[src/rtl/xor_sched_pkg.sv]
// Shared types and helpers for the bit-serial XOR scheduler.
// Holds the FSM state encoding, the default sizes and the round-robin pick.
package xor_sched_pkg;

  typedef enum logic [1:0] {
    IDLE  = 2'd0,
    LOAD  = 2'd1,
    SHIFT = 2'd2,
    DONE  = 2'd3
  } state_e;

  localparam int WIDTH_DEF = 8;
  localparam int NREQ_DEF  = 4;
  // Widest request vector rr_pick can search.
  localparam int RR_MAX    = 32;

  // Returns the first set bit of req at or after (last+1) mod nreq.
  // With no request set it returns last.
  function automatic int rr_pick(input logic [RR_MAX-1:0] req,
                                 input int                nreq,
                                 input int                last);
    int idx;
    rr_pick = last;
    // Walk from farthest to nearest, so the nearest hit is the one kept.
    for (int i = RR_MAX; i >= 1; i--) begin
      if (i <= nreq) begin
        idx = last + i;
        if (idx >= nreq) idx = idx - nreq;
        if (req[idx]) rr_pick = idx;
      end
    end
  endfunction

endpackage

[src/rtl/xor2.sv]
// The single shared two-input XOR gate used as the scheduler datapath.
module xor2 (
  input  logic a_i,
  input  logic b_i,
  output logic s_o
);

  assign s_o = a_i ^ b_i;

endmodule

[src/rtl/xor_serial_sched.sv]
// Round-robin scheduler that shares one xor2 among NREQ requesters.
// Granted operands are XORed bit-serially, LSB first, one bit per clock;
// the result is returned together with the requester index.
// Optional feature macro: XOR_SERIAL_PARITY_EN adds parity_o (= ^res_o).
module xor_serial_sched
  import xor_sched_pkg::*;
#(
  parameter int WIDTH = WIDTH_DEF,
  parameter int NREQ  = NREQ_DEF
) (
  input  logic                      clk_i,
  input  logic                      rst_ni,
  input  logic [NREQ-1:0]           req_i,
  input  logic [NREQ*WIDTH-1:0]     a_i,
  input  logic [NREQ*WIDTH-1:0]     b_i,
  output logic [NREQ-1:0]           gnt_o,
  output logic                      busy_o,
  output logic [WIDTH-1:0]          res_o,
  output logic                      res_valid_o,
`ifdef XOR_SERIAL_PARITY_EN
  output logic [$clog2(NREQ)-1:0]   res_id_o,
  output logic                      parity_o
`else
  output logic [$clog2(NREQ)-1:0]   res_id_o
`endif
);

  localparam int IDW = $clog2(NREQ);
  localparam int CW  = $clog2(WIDTH + 1);

  state_e           r_state;
  state_e           w_next;
  logic [IDW-1:0]   r_last;
  logic [IDW-1:0]   r_win;
  logic [IDW-1:0]   w_pick;
  logic [CW-1:0]    r_cnt;
  logic [WIDTH-1:0] r_a_sh;
  logic [WIDTH-1:0] r_b_sh;
  logic [WIDTH-1:0] r_res_sh;
  logic [WIDTH-1:0] w_res_next;
  logic [NREQ-1:0]  r_gnt;
  logic [WIDTH-1:0] r_res;
  logic [IDW-1:0]   r_res_id;
  logic             r_res_valid;
  logic             w_x;
  logic             w_last_bit;

  // The one shared gate sees the current LSBs of the operand shifters.
  xor2 u_xor2 (
    .a_i (r_a_sh[0]),
    .b_i (r_b_sh[0]),
    .s_o (w_x)
  );

  assign w_pick     = IDW'(rr_pick(RR_MAX'(req_i), NREQ, int'(r_last)));
  assign w_last_bit = (r_state == SHIFT) && (r_cnt == CW'(WIDTH - 1));
  // New bit enters at the MSB, so after WIDTH shifts bit 0 sits at the LSB.
  assign w_res_next = (r_res_sh >> 1) | (WIDTH'(w_x) << (WIDTH - 1));

  // State register.
  always_ff @(posedge clk_i or negedge rst_ni) begin
    // NOTE: sequential state uses non-blocking assignments so every register
    // samples pre-edge values regardless of block ordering.
    if (!rst_ni) r_state <= IDLE;
    else         r_state <= w_next;
  end

  // Next-state logic; req_i is only looked at in IDLE.
  always_comb begin
    // NOTE: default first so no path leaves w_next unassigned (no latch).
    w_next = r_state;
    case (r_state)
      IDLE:    if (|req_i)     w_next = LOAD;
      LOAD:                    w_next = SHIFT;
      SHIFT:   if (w_last_bit) w_next = DONE;
      DONE:                    w_next = IDLE;
      default:                 w_next = IDLE;
    endcase
  end

  // Arbitration, operand capture, serial shifting and result registers.
  always_ff @(posedge clk_i or negedge rst_ni) begin
    if (!rst_ni) begin
      r_last      <= IDW'(NREQ - 1);
      r_win       <= '0;
      r_cnt       <= '0;
      r_a_sh      <= '0;
      r_b_sh      <= '0;
      r_res_sh    <= '0;
      r_gnt       <= '0;
      r_res       <= '0;
      r_res_id    <= '0;
      r_res_valid <= 1'b0;
    end else begin
      r_gnt       <= '0;
      r_res_valid <= 1'b0;
      case (r_state)
        IDLE: begin
          // Grant is registered so it shows as a one-cycle pulse during LOAD.
          if (|req_i) begin
            r_gnt <= NREQ'(1) << w_pick;
            r_win <= w_pick;
          end
        end
        LOAD: begin
          r_a_sh   <= a_i[r_win*WIDTH +: WIDTH];
          r_b_sh   <= b_i[r_win*WIDTH +: WIDTH];
          r_res_sh <= '0;
          r_last   <= r_win;
          r_cnt    <= '0;
        end
        SHIFT: begin
          r_a_sh   <= r_a_sh >> 1;
          r_b_sh   <= r_b_sh >> 1;
          r_res_sh <= w_res_next;
          if (w_last_bit) begin
            // Result is registered on entry to DONE so it is valid with the pulse.
            r_res       <= w_res_next;
            r_res_id    <= r_last;
            r_res_valid <= 1'b1;
          end else begin
            r_cnt <= r_cnt + CW'(1);
          end
        end
        default: ;
      endcase
    end
  end

`ifdef XOR_SERIAL_PARITY_EN
  logic r_par_acc;
  logic r_parity;

  // Parity folds in one result bit per SHIFT cycle and lands with res_o.
  always_ff @(posedge clk_i or negedge rst_ni) begin
    if (!rst_ni) begin
      r_par_acc <= 1'b0;
      r_parity  <= 1'b0;
    end else if (r_state == LOAD) begin
      r_par_acc <= 1'b0;
    end else if (r_state == SHIFT) begin
      r_par_acc <= r_par_acc ^ w_x;
      if (w_last_bit) r_parity <= r_par_acc ^ w_x;
    end
  end

  assign parity_o = r_parity;
`endif

  assign gnt_o       = r_gnt;
  assign busy_o      = (r_state != IDLE);
  assign res_o       = r_res;
  assign res_valid_o = r_res_valid;
  assign res_id_o    = r_res_id;

endmodule

[config.mk]
export PLATFORM = sky130hd
export DESIGN_NAME = xor_serial_sched
export DESIGN_NICKNAME = d
export VERILOG_FILES = /design/src/rtl/xor_sched_pkg.sv /design/src/rtl/xor2.sv /design/src/rtl/xor_serial_sched.sv
export SDC_FILE = /design/constraint.sdc
export NUM_CORES = 1
export LEC_CHECK = 0
export ABC_CLOCK_PERIOD_IN_PS = 6050
export CORE_ASPECT_RATIO = 0.8
export CORE_MARGIN = 2
export CORE_UTILIZATION = 50
export CTS_CLUSTER_SIZE = 16
export DETAILED_ROUTE_END_ITERATION = 8
export GPL_ROUTABILITY_DRIVEN = 0
export HOLD_SLACK_MARGIN = 0.08
export PLACE_DENSITY = 0.88
export SETUP_SLACK_MARGIN = 0.2
export SLEW_MARGIN = 20
export SYNTH_ARGS = -nofsm -noshare
export SYNTH_HDL_FRONTEND = slang
export SYNTH_SLANG_ARGS = --single-unit
[constraint.sdc]
create_clock -name clk_i -period 6.05 [get_ports clk_i]
set_clock_uncertainty 0.1 [all_clocks]
set_input_delay 1.21 -clock clk_i [delete_from_list [all_inputs] [get_ports clk_i]]
set_output_delay 1.21 -clock clk_i [all_outputs]
set_load 0.02 [all_outputs]
### Word-level counts from Yosys, hierarchy flattened

Index checks and enable logic that the tools add are counted.

| word-level totals | value |
|---|---|
| bits in registers | 49 |

| cells by class | value |
|---|---|
| shift operators | 3 |
| $lt $le $gt $ge | 8 |
| bitwise operators | 2 |
| eq/ne operators | 7 |
| add/sub/neg operators | 9 |
| reduce and logical (&&, ||, !) cells | 9 |
| multiplexer cells | 32 |

Operators by type and width:

| kind | count |
|---|---|
| < comparator 32 x 7 -> 1 bit (second input constant) | 4 |
| two-way mux 32 bit | 4 |
| variable part select 32 x 6 -> 8 bit | 2 |
| one-hot mux 8 bit (2 select lines) | 3 |
| binary-select mux 1 bit (select 5 bit) | 4 |
| two-way mux 2 bit | 6 |
| two-way mux 4 bit | 3 |
| subtractor 3 x 3 -> 4 bit (second input constant) | 3 |
| two-way mux 1 bit | 10 |
| >= comparator 3 bit (second input constant) | 3 |
| OR 7 x 8 -> 8 bit | 1 |
| one-hot mux 2 bit (4 select lines) | 1 |
| one-hot mux 4 bit (2 select lines) | 1 |
| AND reduction 2 bit | 4 |
| adder 2 x 2 -> 3 bit (second input constant) | 2 |
| inequality test 2 bit (second input constant) | 3 |
| subtractor 4 x 3 -> 5 bit (second input constant) | 1 |
| adder 2 x 3 -> 4 bit (second input constant) | 1 |
| adder 4 x 1 -> 4 bit (second input constant) | 1 |
| == test 2 bit (second input constant) | 2 |
| == test 4 x 3 -> 1 bit (second input constant) | 1 |
| >= comparator 4 x 3 -> 1 bit (second input constant) | 1 |
| nonzero test 2 bit | 2 |
| OR reduction 4 bit | 1 |
| 6 further kinds | 6 |

### Logic depth before layout (Yosys ltp)

| depth | value |
|---|---|
| word-level depth | 13 |
| depth in mapped cells | 8 |
| gate-level depth less buffers | 7 |

### Modules after synthesis

From an unflattened synthesis, not the netlist that was laid out.

| unflattened totals | value |
|---|---|
| cell total of the unflattened synthesis | 258 |
| area, all modules | 2652.5 µm² |

Modules (own cells, without submodules):

| module | instances | cells an instance | area an instance (µm²) | seq. area each (µm²) |
|---|---|---|---|---|
| xor_serial_sched | 1 | 257 | 2643.8 | 1203.7 |
| xor2 | 1 | 1 | 8.8 | 0.0 |

### Worst setup path after synthesis

Ideal clock, no wire load.

| path | value |
|---|---|
| path kind | register -> register |
| start point | register r_last[0] |
| end point | register r_gnt[1] (netlist: gnt_o[1]) |
| arrival time | 2.241 ns |
| path buffers | 1 |
| period minus slack after synthesis | 2.421 ns |
| library setup time | 0.080 ns |
| stages on the path, launching flop included | 9 |
| data required time | 5.870 ns |
| slack | 3.629 ns |
| cell sequence | dfstp_2 buf_6 inv_1 ha_1 mux2i_1 nor3_4 o21a_1 a311oi_2 nor3b_2 |

| on the way | value |
|---|---|
| longest elaborated chain between the ends | 13 |
| elaborated cells on any way between the ends | 35 |
| classes of those cells | add/sub: 8; order compare: 4; shift: 1; mux: 22 |

Ends and longest elaborated chain:

| element | RTL line | text |
|---|---|---|
| start, declared | xor_serial_sched.sv:33 | `logic [IDW-1:0] r_last;` |
| start signal, assigned | xor_serial_sched.sv:84 | `r_last <= IDW'(NREQ - 1);` |
| start signal, assigned | xor_serial_sched.sv:109 | `r_last <= r_win;` |
| adder 2 x 3 -> 4 bit | xor_sched_pkg.sv:27 | `idx = last + i;` |
| subtractor 4 x 3 -> 5 bit / >= comparator 4 x 3 -> 1 bit (equally long branches) | xor_sched_pkg.sv:28 | `if (idx >= nreq) idx = idx - nreq;` |
| two-way mux 32 bit | xor_sched_pkg.sv:28 |  |
| binary-select mux 1 bit (select 5 bit) | xor_sched_pkg.sv:29 | `if (req[idx]) rr_pick = idx;` |
| two-way mux 1 bit (implied by the code) (2 in series) | xor_sched_pkg.sv:29 |  |
| two-way mux 2 bit (3 in series) | xor_sched_pkg.sv:29 |  |
| two-way mux 2 bit (*) | xor_sched_pkg.sv:29 |  |
| << shifter 1 x 2 -> 4 bit (*) | xor_serial_sched.sv:101 | `r_gnt <= NREQ'(1) << w_pick;` |
| two-way mux 4 bit (*) | xor_serial_sched.sv:100 | `if (\|req_i) begin` |
| two-way mux 4 bit (*) | xor_serial_sched.sv:97 | `case (r_state)` |
| end signal, assigned | xor_serial_sched.sv:101 |  |
| end, declared | xor_serial_sched.sv:41 | `logic [NREQ-1:0] r_gnt;` |

Every way passes the cells marked *; elsewhere a longest branch is shown, timed or not. The select of a mux whose other input is x is not followed.
A chain may end at the register's enable or synchronous reset.

### Final worst setup path

| path | value |
|---|---|
| start point | register r_state[0] |
| end point | register r_res[3] (netlist: res_o[3]) |

| on the way | value |
|---|---|
| longest elaborated chain between the ends | 3 |

Ends and longest elaborated chain:

| element | RTL line | text |
|---|---|---|
| start, declared | xor_serial_sched.sv:31 | `state_e r_state;` |
| start signal, assigned | xor_serial_sched.sv:65 | `else r_state <= w_next;` |
| == test 2 bit (*) | xor_serial_sched.sv:56, xor_serial_sched.sv:97 |  |
| logical AND 1 bit | xor_serial_sched.sv:56 | `assign w_last_bit = (r_state == SHIFT) && (r_cnt == CW'(WIDTH - 1));` |
| AND reduction 2 bit (no source line) (*) | n/a |  |
| end signal, assigned | xor_serial_sched.sv:118 | `r_res <= w_res_next;` |
| end, declared | xor_serial_sched.sv:42 | `logic [WIDTH-1:0] r_res;` |

Every way passes the cells marked *; elsewhere a longest branch is shown, timed or not.

==> flow_summary.json <==
{
  "status": "completed",
  "vias": 2155,
  "postSynthRegisterBits": 48,
  "total_power_w": 0.00165,
  "net_switching_power_w": 0.000690,
  "ys.flop_type": "sky130_fd_sc_hd__dfrtp_1",
  "cts.repair.resized": 0,
  "r2r_start": "r_state[0]",
  "cts-buffers-inserted": 5,
  "rsz_0062_raised_after_global_routing": "no",
  "min_delay_worst_endpoint": "res_o[1]",
  "power_per_cell_area_nw_per_um2": 459,
  "holdPathStages": 2,
  "syn_nets": 336,
  "worstPathArrival_ns": 3.12,
  "fin_worst_hold_slack_ns": 0.384,
  "cp_cell_sequence": "inv_1 > ha_1 > inv_1 > or3_1 > nand2_1 > o21ai_0",
  "start_kind": "flop",
  "antenna_violations_before_repair": 0,
  "number_of_synthesized_flops_with_an_enable_pin": 0,
  "drt.antenna.violating_nets": 0,
  "first_global_vias": 2205,
  "numClockSinks": 48,
  "fp.dieArea_um2": 5900,
  "total_number_of_h_tree_levels": 2,
  "synthCells": 257,
  "grt_start_max_net_pins": 49,
  "async_sr_flop_fraction_pct": 100,
  "required_ns": 6.12,
  "finalSetupViolations": 0,
  "detail_route.drc_violations": 0,
  "critical-path-max-stage-delay_ns": 0.75,
  "pin_count": 86,
  "worstRegToRegCells": 6,
  "placement_rows": 23,
  "sw_frac_of_total_pct": 41.8,
  "p_leak_nw": 1.51,
  "max_clock_freq_ghz": 0.328,
  "critical_path_class": "flop to flop",
  "maxSlewViolCount": 0,
  "endpoint_kind": "flop",
  "placement.io_buffers": 85,
  "die_h_um": 69.1,
  "rr_endpoint": "res_o[3]",
  "critical-path-top-cell-by-count": "sky130_fd_sc_hd__inv_1",
  "yosysWarnings": 0,
  "route.final.wire_length_um": 5740,
  "setup_total_negative_slack_ns": 0,
  "portion_of_the_post_synthesis_area_used_by_sequential_elements_pct": 45.4,
  "synthesis.area_per_instance_um2": 10.3,
  "drt_pass1_iterations": 4,
  "comb_power_share_pct": 53.6,
  "initial_utilization_pct": 52.3,
  "finalNetCount": 411,
  "cpMaxStageDelayCell": "sky130_fd_sc_hd__ha_1",
  "seq_power_share_pct": 34.3,
  "timing.reg2reg.setup_slack_ns": 3.00,
  "detailedRoute.firstIterationViolations": 91,
  "insertion_delay_ns": 0.30,
  "worst_ir_drop_on_vdd_v": 0.000242,
  "finalHoldViolations": 0,
  "cts_setup_buffers": 0,
  "worst_hold_startpoint": "res_o[1]",
  "ctsRootBufferMaster": "sky130_fd_sc_hd__clkbuf_8",
  "max-slew-margin-rel_pct": 32.2,
  "detail_route.vias_per_cell": 5.46,
  "grt_first_pass_wirelength_um": 9600,
  "antenna_cells": 0,
  "grtUsageTotal_pct": 20.1,
  "min_path_type": "flop to flop",
  "floorplan_die_width_um": 85.4,
  "dp_hpwl_um": 4390,
  "pwr-share-clk_pct": 12.1,
  "finalInstanceArea_um2": 3600,
  "netlist-cell-type-count": 40,
  "timing.max_cap.violations": 0,
  "postCtsHoldBufs": 0,
  "placement.cell_area_um2": 3500,
  "route.detailed.wl_per_inst_um": 14.5,
  "internal_power_w": 0.000960,
  "period_share_pct": 50.4,
  "period_minus_slack_ns": 3.05,
  "worst_tran_pin_value_ns": 1.02,
  "clkTransAtPathRegs_ns": 0.09,
  "flow.area_growth_from_synthesis_pct": 35.7,
  "final_layout_size_suffix_gt1_share_pct": 10.5,
  "ctsLongestPathBuffers": 2,
  "tritoncts_clock_tree": "built",
  "post_synth_instance_area_um2": 2650,
  "worstPathMaxFanout": 26,
  "globalRouteOverflowTotal": 0,
  "core_area_um2": 5060
}
cells in the mapped netlist (4+ instances only):
library cell	count	area [um^2]
sky130_fd_sc_hd__nand2_1	47	176
sky130_fd_sc_hd__dfrtp_1	46	1150
sky130_fd_sc_hd__o21ai_0	23	115
sky130_fd_sc_hd__mux4_2	16	360
sky130_fd_sc_hd__nor2_1	16	60.1
sky130_fd_sc_hd__inv_1	15	56.3
sky130_fd_sc_hd__a31oi_1	14	87.6
sky130_fd_sc_hd__clkbuf_1	12	45.0
sky130_fd_sc_hd__ha_1	9	113
sky130_fd_sc_hd__nand3_1	8	40.0
sky130_fd_sc_hd__mux2i_1	7	70.1
sky130_fd_sc_hd__nor2b_1	4	25.0
area by class of cell:
| cell class | count | area, um^2 |
|---|---|---|
| Fill cell | 398 | 1470 |
| Multi-Input combinational cell | 176 | 1310 |
| Sequential cell | 48 | 1200 |
| Timing Repair Buffer | 86 | 856 |
| Clock buffer | 7 | 86.3 |
| Tap cell | 62 | 77.6 |
| Inverter | 15 | 56.3 |
| Clock inverter | 1 | 7.51 |
registers in the layout, indices dropped and copies added, names as in the netlist:
signal and flops:
r_cnt 4, r_win 2, res_o 8, r_res_sh 7
r_a_sh 8, r_b_sh 8, r_state 2, gnt_o 4
res_id_o 2, r_last 2, res_valid_o 1
power by group through the flow:
stage | logic, W | clock network, W | registers, W
6_report | 0.000884 | 0.000200 | 0.000566
5_1_grt | 0.000979 | 0.000214 | 0.000587
4_1_cts | 0.000889 | 0.000201 | 0.000569
3_5_place_dp | 0.000889 | 0 | 0.000575
3_3_place_gp | 0.000846 | 0 | 0.000568
2_1_floorplan | 0.000696 | 0 | 0.000532
critical path: cells and delay by family, from the launching register on:
family,cells,cell delay [ns]
adder cells (fa/ha/maj),1,0.75
AO/OA/AOI/OAI,1,0.10
AND/OR/NAND/NOR,2,0.89
buffers and inverters,2,0.67
flip-flops,1,0.41
worst max-delay path by stage:
stage | startpoint | endpoint | slack [ns] | cells past startpoint
finish | r_state[0] | res_o[3] | 3.00 | 6
global route | r_state[0] | res_o[6] | 2.78 | 6
CTS | r_state[0] | res_id_o[1] | 3.01 | 6
detailed placement | req_i[0] | gnt_o[1] | 2.94 | 6
global placement | req_i[2] | gnt_o[1] | 3.08 | 6
floorplan | r_last[0] | gnt_o[1] | 3.63 | 8
cells by family after synthesis:
group	synth area share [%]
flops	45.4
buf+inv	5.19
compound gates	12.8
xor+xnor	0.992
fa+ha+maj	4.25
mux	16.2
simple gates	15.1
through the flow:
step / setup slack, ns / std cells / util (%)
5_1_grt: 2.78 / 395 / 71.0
2_1_floorplan: 3.63 / 257 / -
3_3_place_gp: 3.08 / 387 / 69.1
4_1_cts: 3.01 / 395 / 70.9
3_5_place_dp: 2.94 / 387 / 69.1
6_report: 3.00 / 395 / 71.0
layer usage:
layer,track usage [%],vias up,share of wire (%)
li1,-,1053,-
met1,26.0,1027,44
met2,34.8,70,50
met3,4.31,5,5.0
met4,4.23,0,0.70
met5,0,-,0
layout by cell type (no fill, tap or decap), types with 4 or more instances in the layout:
master                            instances
sky130_fd_sc_hd__a31oi_1                 14
sky130_fd_sc_hd__clkbuf_8                 6
sky130_fd_sc_hd__clkdlybuf4s50_1         84
sky130_fd_sc_hd__dfrtp_1                 46
sky130_fd_sc_hd__ha_1                     9
sky130_fd_sc_hd__inv_1                   15
sky130_fd_sc_hd__mux2i_1                  7
sky130_fd_sc_hd__mux4_2                  16
sky130_fd_sc_hd__nand2_1                 47
sky130_fd_sc_hd__nand3_1                  8
sky130_fd_sc_hd__nor2_1                  16
sky130_fd_sc_hd__nor2b_1                  4
sky130_fd_sc_hd__o21ai_0                 23
Note: power is estimated with default switching activity, not from simulation.
